## src/rtl/st2_sign_extend.sv

```systemverilog
// Stage-2 immediate generator: extends the 12-bit instruction operand field to 16 bits
// in one of four modes and registers the result for the stage-2/stage-3 operand path.
module st2_sign_extend (
    input  logic        clk,
    input  logic        rst_n,
    input  logic [11:0] origInstruction,
    input  logic [1:0]  SE_Sel,
    output logic [15:0] extended
);

    typedef enum logic [1:0] {
        SelSext4  = 2'b00,
        SelSext8  = 2'b01,
        SelSext12 = 2'b10,
        SelZext8  = 2'b11
    } se_sel_e;

    se_sel_e     sel;
    logic [15:0] ext_d;
    logic [15:0] ext_q;

    assign sel = se_sel_e'(SE_Sel);

    // Unrecognised select values fall back to the 4-bit sign-extend path.
    always_comb begin
        ext_d = {{12{origInstruction[3]}}, origInstruction[3:0]};
        case (sel)
            SelSext4:  ext_d = {{12{origInstruction[3]}}, origInstruction[3:0]};
            SelSext8:  ext_d = {{8{origInstruction[7]}}, origInstruction[7:0]};
            SelSext12: ext_d = {{4{origInstruction[11]}}, origInstruction[11:0]};
            SelZext8:  ext_d = {8'h00, origInstruction[7:0]};
            default:   ext_d = {{12{origInstruction[3]}}, origInstruction[3:0]};
        endcase
    end

    always_ff @(posedge clk) begin
        if (!rst_n) begin
            ext_q <= 16'h0000;
        end else begin
            ext_q <= ext_d;
        end
    end

    assign extended = ext_q;

endmodule

```

## config.mk

```make
export PLATFORM = sky130hd
export DESIGN_NAME = st2_sign_extend
export DESIGN_NICKNAME = d
export VERILOG_FILES = /design/src/rtl/st2_sign_extend.sv
export SDC_FILE = /design/constraint.sdc
export NUM_CORES = 1
export LEC_CHECK = 0
export ABC_CLOCK_PERIOD_IN_PS = 1150
export CAP_MARGIN = 20
export CORE_MARGIN = 4
export CORE_UTILIZATION = 32
export DETAILED_ROUTE_END_ITERATION = 8
export GPL_ROUTABILITY_DRIVEN = 1
export PLACE_DENSITY = 0.75
export SLEW_MARGIN = 20
export SYNTH_ARGS = -nofsm -noshare
export SYNTH_HDL_FRONTEND = slang
export SYNTH_SLANG_ARGS = --single-unit
```

## constraint.sdc

```tcl
create_clock -name clk -period 1.15 [get_ports clk]
set_input_delay 0.23 -clock clk [delete_from_list [all_inputs] [get_ports clk]]
set_output_delay 0.23 -clock clk [all_outputs]
set_load 0.005 [all_outputs]
```

======== After elaboration in Yosys (flattened, before gate mapping) ========
Index checks and enable logic that the tools add are counted.
operators by class
  eq/ne operators ......................... 3
  multiplexer cells ....................... 1
  reduce and logical (&&, ||, !) cells .... 1
operator list
  cell                                           number
  case mux 16 bit (4 select lines)               1
  == test 2 bit, second input constant           2
  == test 2 x 1 -> 1 bit, second input constant  1
  zero test 2 bit                                1
word-level totals
  register bits after elaboration ......... 16
  input port bits ......................... 16
  output and inout port bits .............. 16
  logic and storage cells ................. 6

======== Depth between registers and ports, before layout ========
  depth in word-level cells ............... 2
  mapped depth ............................ 3
  depth with buffers taken out ............ 2

======== Worst setup path after synthesis ========
Ideal clock, no wire load.
  path kind ............................... input to register
  from .................................... input port SE_Sel[1]
  to ...................................... register ext_q[4] (netlist: extended[4])
  arrival ................................. 834 ps
  required time ........................... 1080 ps
  slack ................................... 246 ps
  cell stages on the path ................. 3
  buffers on the path ..................... 1
  cells stage by stage .................... buf_6 or3b_4 a21boi_1
between the ends
  cells in the longest elaborated chain, start to end .. 2
ends and longest elaborated chain
  item                                         line  RTL
  from (decl)                                  7     input logic [1:0] SE_Sel,
  == test 2 bit, or another cell as far along  27    case (sel)
  case mux 16 bit (4 select lines) (*)         27
  to (signal assigned)                         40    ext_q <= ext_d;
  to (decl)                                    20    logic [15:0] ext_q;
Every way passes the cells marked *; elsewhere a longest branch is shown, timed or not. The select of a mux whose other input is x is not followed.
A chain may end at the register's enable or synchronous reset.

======== Final worst setup path ========
  from .................................... register ext_q[14] (netlist: extended[14])
  to ...................................... output port extended[14]
RTL lines
  item       line  RTL
  to (decl)  8     output logic [15:0] extended
No word-level cell between the ends.

==> summary by stage <==
Status
The run finished with clean final reports.

Worst setup path
For the worst setup path, the data required time is 920 ps. The type of the worst setup path is reg2out. In this run the number of cells on the critical path is 1.

The cell family with the largest share of critical-path delay is flip-flops. STA classifies the critical path startpoint as a flop. The largest individual stage delay along the critical path comes from the cell dfxtp_2.

The number of buffer and inverter stages on the critical path is 1. The signal on the critical path passes through dlygate4sd2_1. The highest cell delay on the worst timing path is 330 ps. The worst setup path is captured at a primary output.

For the worst setup path, the data arrival time is 850 ps. The largest fanout on the critical path is 4. The launch point of the critical path is extended[14]$_SDFF_PN0_.

Synthesis
The number of unique standard cell types used by synthesis is 10. During synthesis, Yosys emitted a total of 0 warnings. The count of state elements after synthesis is 12.

The share of the Yosys chip area taken by registers is 0.542. The netlist area before placement is 443 µm². Of the post-synthesis cell area, the dominant cell type holds 0.542.

Summed over all instances, the cell type with the most area after synthesis is dfxtp_1. The number of nets in the synthesized netlist is 56. After synthesis, the cell types taking the most area are dfxtp_1 54%, mux2i_1 9.0%, o21ai_0 9.0%.

A synthesized cell averages 11.1 µm². The count of mapped cells out of synthesis is 40.

Die
The die covers 2040 µm². In this run the core area contains 13 standard-cell rows. The floorplan step defined a core boundary enclosing 1300 µm². The initial utilization of the core area, before any placement, comes to 0.340. The chip height is 45.2 µm. The horizontal die dimension is 45.2 µm.

For this design the top-level I/O count stands at 32.

Power
The worst voltage drop across the vdd grid is 0.000498 V. The power density of the placed cells is 1090 nW/µm². The leakage power total is 0.376 nW.

GRT
Summed over all layers, the global routing overflow is 0. The total global routing track utilization is 0.109. The first global-routing pass estimated 1530 µm of wire. The pin count of the biggest net entering global routing is 9. The initial antenna violation count is 0.

The number of global-route vias before repair came to 390.

Place
The placer congestion estimate is 0.632. Once detailed placement completed, the half-perimeter wirelength came to 790 µm. In this run the tool buffered the top-level ports with 31 buffer cells. The area of placed instances is 768 µm².

CTS
TritonCTS built the clock tree. The hold buffer count at cts is 0. No sink is reached through more buffers than the 2 on the longest clock path.

For this design, the sink count on the clock tree is 12. The number of buffers inserted during clock tree synthesis is 3. The CTS H-tree depth is 1. The buffer cell driving the clock tree root is clkbuf_4. The clock-pin slew of the registers on the worst-case setup and hold paths is 70 ps.

STA
The final hold violation count is 0. The number of max-slew violations in the final report was 0. Setup violations remaining at the end of the flow were counted as 0. Setup repair after global routing left no endpoint under its margin. Of the available clock period, the critical path in the final layout requires 0.936. The slew at the pin with the worst max-slew slack is 232 ps. Headroom to the max-slew limit came out at 0.845. For this run, the top clock speed supported by timing is 929 MHz. The worst hold slack across all endpoints is 544 ps.

Summed over all failing endpoints, the final setup total negative slack is 0 ps. Subtracting the final worst setup slack from the clock period gives 1080 ps.

Hold path
The worst hold path stage count is 3. The beginning of the worst hold path is origInstruction[4]. The worst hold-check path type is in2reg.

Drt
Once detail routing completed, the nets flagged for antenna violations numbered 0. The detailed-routing iteration count for the pre-antenna-repair pass is 2. The number of DRC violations after detailed-routing iteration 0 is 2. The routed design has 948 µm of wire. In the routed layout, each cell is associated on average with a via count of 4.41.

For this run, design rule violations remaining after detail routing come to 0. After detailed routing, the average wire length per cell comes to 10.4 µm. The total via count after detailed routing is 401.

Flow run
Max-cap violations in this run came to 0.

Cells and area
The share of post-route cells with drive strength above 1 is 0.197. The area growth from synthesis to layout is 75.7%. The antenna diode instance count is 0. The sequential cell area in the final layout is 241 µm².

The area occupied by multi-input gates is 161 µm². The register with the most flip-flops in the layout has 12 of them. The final layout contains 94 nets.

The number of fill cells in the layout is 141. The finished cells cover 778 µm². The final core utilization is 0.598.
[report_power, final]
part	internal, W	switching [W]
Combinational	0.000113	0.0000521
Sequential	0.000442	0.00000646
Clock	0.000121	0.000117
[placed cells by master (no fill, tap or decap)]
cell type / n
mux2i_1: 4
and2_1: 4
dfxtp_2: 1
a21boi_1: 4
nand4b_1: 1
clkbuf_4: 3
clkdlybuf4s50_1: 15
dlygate4sd2_1: 13
buf_4: 8
nand2b_1: 1
clkbuf_2: 2
dfxtp_1: 11
o21ai_0: 8
or3b_4: 1
[cell type report]
type                            count  area share
Multi-Input combinational cell     23       0.207
Sequential cell                    12       0.310
Timing Repair Buffer               38       0.429
Tap cell                           15      0.0241
Clock buffer                        3      0.0289
[cell usage after synthesis]
| cell type | count |
|---|---|
| and2_1 | 4 |
| o21ai_0 | 8 |
| nand2b_1 | 1 |
| or3b_4 | 1 |
| dfxtp_1 | 12 |
| buf_4 | 4 |
| nand4b_1 | 1 |
| buf_6 | 1 |
| a21boi_1 | 4 |
| mux2i_1 | 4 |
[what timing repair did]
item | CTS | global route
setup endpoints to repair | 16 | 2
cloned | 0 | 0
gates resized for setup | 20 | 2
buffers inserted | 2 | 0
[path summary, 6_finish.rpt]
| check | to | slack [ps] |
|---|---|---|
| setup / recovery | extended[14] | 70 |
| hold / removal | extended[4]$_SDFF_PN0_ | 540 |
[metrics by stage]
stage | setup slack (ps) | instances | power, W
global route | 14.1 | 91 | 0.000901
detailed placement | -154 | 86 | 0.000645
global placement | -144 | 86 | 0.000642
floorplan | 246 | 40 | 0.000516
finish | 73.9 | 91 | 0.000851
CTS | -6.15 | 91 | 0.000869
[per-layer routing]
layer,track usage,wire (µm),part of all wire,up-vias
li1,-,-,-,209
met1,0.109,347,0.37,170
met2,0.178,472,0.50,20
met3,0.0279,101,0.11,2
met4,0.105,27,0.028,0
met5,0,0,0,-
[cell families after synthesis]
group                  share of synthesized area
AO/OA/AOI/OAI                              0.158
buffers and inverters                     0.0932
multiplexers                              0.0904
flip-flops                                 0.542
AND/OR/NAND/NOR                            0.116
(Power assumes the default switching activity.)
